$ cat src/rtl/dmem_responder_if.sv
// Request/response bundle between the MEM stage (master) and the data-memory
// responder (slave). Signal names keep the CPU-side direction suffixes.
interface dmem_responder_if;
    logic        req_i;
    logic        we_i;
    logic [31:0] addr_i;
    logic [31:0] data_i;
    logic        ack_o;
    logic [31:0] data_o;
    logic        stall_o;

    // CPU side: issues requests, observes completion and stall
    modport master (
        output req_i, we_i, addr_i, data_i,
        input  ack_o, data_o, stall_o
    );

    // Memory side: consumes requests, produces completion and stall
    modport slave (
        input  req_i, we_i, addr_i, data_i,
        output ack_o, data_o, stall_o
    );
endinterface

$ cat src/rtl/dmem_responder.sv
// Multi-cycle data-memory responder. Accepts one load/store at a time, completes
// it LATENCY cycles after the accept edge with a one-cycle ack, and holds the
// pipeline via stall_o while the request is outstanding.
module dmem_responder #(
    parameter int DEPTH_WORDS = 32,
    parameter int LATENCY     = 4
) (
    input  logic             clk_i,
    input  logic             rst_i,
    dmem_responder_if.slave  bus
);
    localparam int AW = $clog2(DEPTH_WORDS);
    // Counter only needs to hold LATENCY-1; keep at least one bit.
    localparam int CW = (LATENCY > 2) ? $clog2(LATENCY) : 1;
    localparam logic [CW-1:0] CNT_INIT = CW'(LATENCY - 1);

    typedef enum logic [1:0] {
        S_IDLE = 2'd0,
        S_BUSY = 2'd1,
        S_DONE = 2'd2
    } state_t;

    state_t          r_state;
    state_t          w_state_next;
    logic [CW-1:0]   r_cnt;
    logic            r_we;
    logic [AW-1:0]   r_idx;
    logic [31:0]     r_wdata;
    logic [31:0]     r_data_o;
    logic [31:0]     r_mem [DEPTH_WORDS];

    logic            w_access;
    logic            w_ack;
    logic            w_accept;
    logic            w_from_inputs;
    logic            w_acc_we;
    logic [AW-1:0]   w_acc_idx;
    logic [31:0]     w_acc_data;
    logic [AW-1:0]   w_req_idx;
    logic            w_mem_we;
    logic            w_unused_addr;

    // Byte address to word index; low two bits and bits above the array wrap away.
    assign w_req_idx     = bus.addr_i[AW+1:2];
    assign w_unused_addr = ^{bus.addr_i[31:AW+2], bus.addr_i[1:0]};

    assign w_accept = (r_state == S_IDLE) && bus.req_i;

    // With LATENCY = 1 the access happens on the accept edge itself, so the
    // live request inputs are used; otherwise the latched copies are.
    assign w_from_inputs = (r_state == S_IDLE);
    assign w_acc_we      = w_from_inputs ? bus.we_i   : r_we;
    assign w_acc_idx     = w_from_inputs ? w_req_idx  : r_idx;
    assign w_acc_data    = w_from_inputs ? bus.data_i : r_wdata;

    // Reset gates the write so a request held high during reset never lands.
    assign w_mem_we = w_access && w_acc_we && !rst_i;

    // State register
    always_ff @(posedge clk_i or posedge rst_i) begin
        if (rst_i) begin
            r_state <= S_IDLE;
        end else begin
            r_state <= w_state_next;
        end
    end

    // Next-state decode, access strobe and completion pulse
    always_comb begin
        w_state_next = r_state;
        w_access     = 1'b0;
        w_ack        = 1'b0;
        case (r_state)
            S_IDLE: begin
                if (bus.req_i) begin
                    if (LATENCY == 1) begin
                        w_state_next = S_DONE;
                        w_access     = 1'b1;
                    end else begin
                        w_state_next = S_BUSY;
                    end
                end
            end
            S_BUSY: begin
                if (r_cnt == CW'(1)) begin
                    w_state_next = S_DONE;
                    w_access     = 1'b1;
                end
            end
            S_DONE: begin
                w_ack        = 1'b1;
                w_state_next = S_IDLE;
            end
            default: begin
                w_state_next = S_IDLE;
            end
        endcase
    end

    // Latch the request on accept and count down the remaining latency
    always_ff @(posedge clk_i or posedge rst_i) begin
        if (rst_i) begin
            r_cnt   <= '0;
            r_we    <= 1'b0;
            r_idx   <= '0;
            r_wdata <= '0;
        end else if (w_accept) begin
            r_cnt   <= CNT_INIT;
            r_we    <= bus.we_i;
            r_idx   <= w_req_idx;
            r_wdata <= bus.data_i;
        end else if (r_state == S_BUSY) begin
            r_cnt   <= r_cnt - CW'(1);
        end
    end

    // Storage array write port; contents are deliberately not reset
    always_ff @(posedge clk_i) begin
        if (w_mem_we) begin
            r_mem[w_acc_idx] <= w_acc_data;
        end
    end

    // Registered load result; held between loads and untouched by stores
    always_ff @(posedge clk_i or posedge rst_i) begin
        if (rst_i) begin
            r_data_o <= '0;
        end else if (w_access && !w_acc_we) begin
            r_data_o <= r_mem[w_acc_idx];
        end
    end

    assign bus.ack_o   = w_ack;
    assign bus.data_o  = r_data_o;
    assign bus.stall_o = bus.req_i & ~w_ack;

endmodule

$ cat src/flat_wrapper.sv
// flat-port wrapper written by rule: the top's interface ports become plain ports
module dmem_responder_flat 
#(
    parameter int DEPTH_WORDS = 32,
    parameter int LATENCY     = 4
)
  (clk_i, rst_i, bus_req_i, bus_we_i, bus_addr_i, bus_data_i, bus_ack_o, bus_data_o, bus_stall_o);
  dmem_responder_if bus_i ();
  input  logic clk_i;
  input  logic rst_i;
  input wire logic [$bits(bus_i.req_i)-1:0] bus_req_i;
  input wire logic [$bits(bus_i.we_i)-1:0] bus_we_i;
  input wire logic [$bits(bus_i.addr_i)-1:0] bus_addr_i;
  input wire logic [$bits(bus_i.data_i)-1:0] bus_data_i;
  output wire logic [$bits(bus_i.ack_o)-1:0] bus_ack_o;
  output wire logic [$bits(bus_i.data_o)-1:0] bus_data_o;
  output wire logic [$bits(bus_i.stall_o)-1:0] bus_stall_o;
  assign bus_i.req_i = bus_req_i;
  assign bus_i.we_i = bus_we_i;
  assign bus_i.addr_i = bus_addr_i;
  assign bus_i.data_i = bus_data_i;
  assign bus_ack_o = bus_i.ack_o;
  assign bus_data_o = bus_i.data_o;
  assign bus_stall_o = bus_i.stall_o;
  dmem_responder #(.DEPTH_WORDS(DEPTH_WORDS), .LATENCY(LATENCY)) u_core (.clk_i(clk_i), .rst_i(rst_i), .bus(bus_i));
endmodule
$ cat config.mk
export PLATFORM = sky130hd
export DESIGN_NAME = dmem_responder_flat
export DESIGN_NICKNAME = d
export VERILOG_FILES = /design/src/rtl/dmem_responder_if.sv /design/src/rtl/dmem_responder.sv /design/src/flat_wrapper.sv
export SDC_FILE = /design/constraint.sdc
export NUM_CORES = 1
export LEC_CHECK = 0
export ABC_AREA = 1
export ABC_CLOCK_PERIOD_IN_PS = 10050
export CORE_UTILIZATION = 35
export DETAILED_ROUTE_END_ITERATION = 6
export DONT_BUFFER_PORTS = 1
export HOLD_SLACK_MARGIN = 0.06
export PLACE_DENSITY = 0.6
export RECOVER_POWER = 50
export REMOVE_ABC_BUFFERS = 1
export SLEW_MARGIN = 10
export SYNTH_ARGS = -nofsm -noshare
export SYNTH_HDL_FRONTEND = slang
export SYNTH_SLANG_ARGS = --single-unit
$ cat constraint.sdc
create_clock -name clk_i -period 10.05 [get_ports clk_i]
set_clock_uncertainty 0.2 [all_clocks]
set_input_delay 2.5125 -clock clk_i [delete_from_list [all_inputs] [get_ports clk_i]]
set_output_delay 2.5125 -clock clk_i [all_outputs]
set_load 0.01 [all_outputs]
* Yosys cells after proc, flatten, opt, wreduce, memory -nomap -nowiden
Memories as Yosys holds them, arrays and structs flattened. A register that Yosys moved wholly into a read port is not among the register bits.
Cells that the tools add are included.
W data, S select, Z words.
** Word-level totals
- Flip-flop bits (word level) :: 42
- Bits in writable memories :: 1024
- Logic and storage cells :: 36
- Output and inout port bits :: 34
- Memories :: 1
** Memories
- u_core.r_mem :: depth 32, bits a word 32, rd ports 1, clocked after Yosys merged registers in 1, write ports 1, line dmem_responder.sv:30 : logic [31:0] r_mem [DEPTH_WORDS];
** Cells by class
- Reductions and logical operators :: 9
- $add $sub $neg :: 1
- Multiplexer cells :: 13
- Eq/ne operators :: 5
- Bitwise operators :: 2
** Operator list (number)
- $mux W32 :: 1
- $mux W2 :: 4
- $mux W1 :: 6
- $mux W5 :: 1
- $eq A2 B1 Y1 const B :: 2
- $logic_and A1 B1 Y1 :: 4
- $pmux W2 S2 :: 1
- $eq A2 B2 Y1 const B :: 1
- $logic_not A1 Y1 :: 2
- $logic_not A2 Y1 :: 1
- $ne A2 B1 Y1 const B :: 1
- $ne A2 B2 Y1 const B :: 1
- $reduce_and A2 Y1 :: 1
- $reduce_bool A2 Y1 :: 1
- $sub A2 B1 Y2 const B :: 1
- $and A1 B1 Y1 :: 1
- $not A1 Y1 :: 1

* Depth between registers and ports, before layout
- Depth in word-level cells :: 7
- Mapped depth :: 16
- Gate-level depth less buffers :: 14

* Least setup slack after synthesis
Ideal clock, no wire load.
- Path type :: input to register
- Start point :: in bus_addr_i[4]
- End point :: mem u_core.r_mem[12][0] (enable)
- Arrival :: 4.862 ns
- Stages :: 7
- Data required time :: 9.429 ns
- Setup time :: 0.421 ns
- Path slack :: 4.567 ns
- Cells stage by stage :: inv_1 -> nand2_1 -> o21ai_2 -> nor3_2 -> clkbuf_1 -> inv_1 -> nor2_1
** On the way
- Word-level cells in the longest chain between the ends :: 1
** Ends and longest elaborated chain
- start, declared :: line flat_wrapper.sv:13 : input wire logic [$bits(bus_i.addr_i)-1:0] bus_addr_i;
- $mux W5 :: line dmem_responder.sv:53 : assign w_acc_idx = w_from_inputs ? w_req_idx : r_idx;
- end, declared :: line dmem_responder.sv:30
Every way passes these cells.

==> impl_metrics.env <==
export IMPL_antenna_found_initial=4
export IMPL_vias_per_cell=5.01
export IMPL_final_area_mm2=0.0523
export IMPL_h_tree_depth=3
export IMPL_clockBufferDepth=3
export IMPL_grt_setup_unrepaired="false"
export IMPL_syn2layout_area_growth_pct=12.2
export IMPL_startpoint_type="input port"
export IMPL_final_common_cell="nand2_1"
export IMPL_netlist_instances=4530
export IMPL_synth_warnings=0
export IMPL_grt_max_degree=181
export IMPL_syn_area_mm2=0.0467
export IMPL_max_vdd_ir_drop_v=0.000406
export IMPL_setup_viol=0
export IMPL_path_class="input port to asynchronous set/reset pin"
export IMPL_cts_sinks=1098
export IMPL_post_route_period_util=0.623
export IMPL_yosys_register_bits=1098
export IMPL_hpwl_mm=66.2
export IMPL_mostFrequentLayoutCells="nand2_1 (2,295), edfxtp_1 (1,024), nand3_1 (513), clkbuf_16 (112), inv_1 (110)"
export IMPL_critPathRequiredTime_ns=9.81
export IMPL_io_pins=102
export IMPL_ctsHoldBuffers=0
export IMPL_cts_made_buffers=109
export IMPL_cts_setup_buffers=0
export IMPL_gr_total_overflow=0
export IMPL_place_area_mm2=0.0489
export IMPL_core_area_mm2=0.132
export IMPL_layout_cells_non_filler=6319
export IMPL_cts_root_buf="clkbuf_16"
export IMPL_tightest_slew_ns=4.36
export IMPL_fin_util=0.397
export IMPL_cap_violations=24
export IMPL_nNetsFinal=4537
export IMPL_cp_slowest_cell="clkbuf_1"
export IMPL_powerDensity_mw_per_mm2=330
export IMPL_wirelength_mm=131
export IMPL_cts_tree="built"
export IMPL_slew_headroom=-1.94
export IMPL_num_antenna_cells=0
export IMPL_cp_max_fo=47
export IMPL_critPathCaptureType="asynchronous set/reset pin"
export IMPL_arrival_ns=6.02
export IMPL_port_buffers=0
export IMPL_detail_route_wl_per_cell_um=20.7
export IMPL_p_leak_nw=21.1
export IMPL_firstDrtPassIters=6
export IMPL_cts_resized_gates=0
export IMPL_die_y_um=367
export IMPL_clkLatencyLatePin_ns=0.73
export IMPL_syn_avg_cell_area_um2=10.3
export IMPL_hp_class="flop to flop"
export IMPL_dpl_cell_count=6112
export IMPL_drtIter0Drc=3244
export IMPL_fp_row_count=133
export IMPL_grt_pass1_vias=29900
export IMPL_grt_pass1_wl_mm=194
export IMPL_period_needed_ns=6.26
export IMPL_grtUsageTotal=0.191
export IMPL_dieArea_mm2=0.135
export IMPL_num_vias=31700
export IMPL_synth_distinct_cells=27
export IMPL_ys_seq_area_frac=0.699
export IMPL_crit_family="buffers and inverters"
export IMPL_cp_cell_sequence="clkinvlp_2 -> clkbuf_1"
export IMPL_cts_clk_slew_worst_paths_ns=0.06
export IMPL_drive_gt1_frac=0.0706
export IMPL_slew_violations=821
export IMPL_critical_path_max_stage_delay_ns=2.65
export IMPL_die_width_um=367
export IMPL_drc_errors=0
export IMPL_drt_antenna_violating_nets=0
export IMPL_status="complete, but fails checks"
export IMPL_fmax_ghz=0.160
export IMPL_gp_congestion=0.778
export IMPL_violations="max-capacitance violations, max-slew violations"
export IMPL_hold_viol_final=0
export IMPL_path_buf_inv=2
export IMPL_initial_core_util=0.354
## cell families after synthesis
group / after synthesis / synth area share
buffers and inverters: 377 / 0.0344
XOR/XNOR: 1 / 0.000188
adder cells (fa/ha/maj): 1 / 0.000268
flip-flops: 1098 / 0.699
AND/OR/NAND/NOR: 2971 / 0.257
AO/OA/AOI/OAI: 82 / 0.00941
## report_power, final
part           switching, mW  internal, mW  total (mW)
clock network           1.78          2.44        4.22
registers              0.126          6.14        6.27
logic                   5.23          1.53        6.76
## metal layers
layer / track usage / part of all wire / up-vias
li1: - / - / 14900
met1: 0.253 / 0.42 / 15300
met2: 0.313 / 0.47 / 1253
met3: 0.0354 / 0.083 / 202
met4: 0.0703 / 0.031 / 0
met5: 0 / 0 / -
## Yosys cell counts, drive strengths merged
master / n / area share
clkbuf: 107 / 0.0086
xnor2: 1 / 0.00019
dfrtp: 74 / 0.040
inv: 115 / 0.0093
buf: 155 / 0.017
nand2: 2303 / 0.19
nor4: 1 / 0.00027
o21ai: 65 / 0.0075
nor3: 8 / 0.0023
o211ai: 1 / 0.00016
edfxtp: 1024 / 0.66
ha: 1 / 0.00027
a21oi: 16 / 0.0017
nand3: 513 / 0.055
nor2: 117 / 0.0098
or2: 29 / 0.0039
## sequential cells by signal, indices dropped and copies added, names as in the netlist
name and cells:
u_core.r_cnt 2, u_core.r_state 2, u_core.r_we 1, u_core.r_mem 1024, u_core.r_idx 5, u_core.r_wdata 32
u_core.bus.data_o 32
## per-stage QoR
| stage | worst slack (ns) | hold slack [ns] | TNS, ns | power, mW |
|---|---|---|---|---|
| floorplan | -1.79 | 0.253 | -1232.75 | 10.9 |
| global placement | 3.22 | 0.266 | 0 | 13.1 |
| detailed placement | 3.21 | 0.273 | 0 | 13.1 |
| CTS | 3.96 | 0.289 | 0 | 17.4 |
| global route | 3.09 | 0.309 | 0 | 18.3 |
| finish | 3.79 | 0.283 | 0 | 17.3 |
## final cells by class
type / count / area, um2
clock inverter: 61 / 717
clock buffer: 146 / 3000
tap: 1755 / 2200
inverter: 115 / 440
timing repair buffer: 89 / 599
sequential: 1098 / 32600
multi-input combinational: 3055 / 12800
fill: 12600 / 79500
## worst paths after layout
kind,from,to,slack [ns],depth (start not counted)
worst max-delay path,rst_i,u_core.bus.data_o[30],3.79,2
worst min-delay path,u_core.r_wdata[5],u_core.r_wdata[5],0.28,2
worst max register to register,u_core.r_state[0],u_core.r_mem[5][30],3.98,7
worst min register to register,u_core.r_wdata[5],u_core.r_wdata[5],0.28,2
max in group clk_i,bus_data_i[3],u_core.r_mem[7][3],3.95,2
min in group asynchronous,rst_i,u_core.r_wdata[19],1.76,1
No activity file was read; power rests on OpenSTA's default activity.
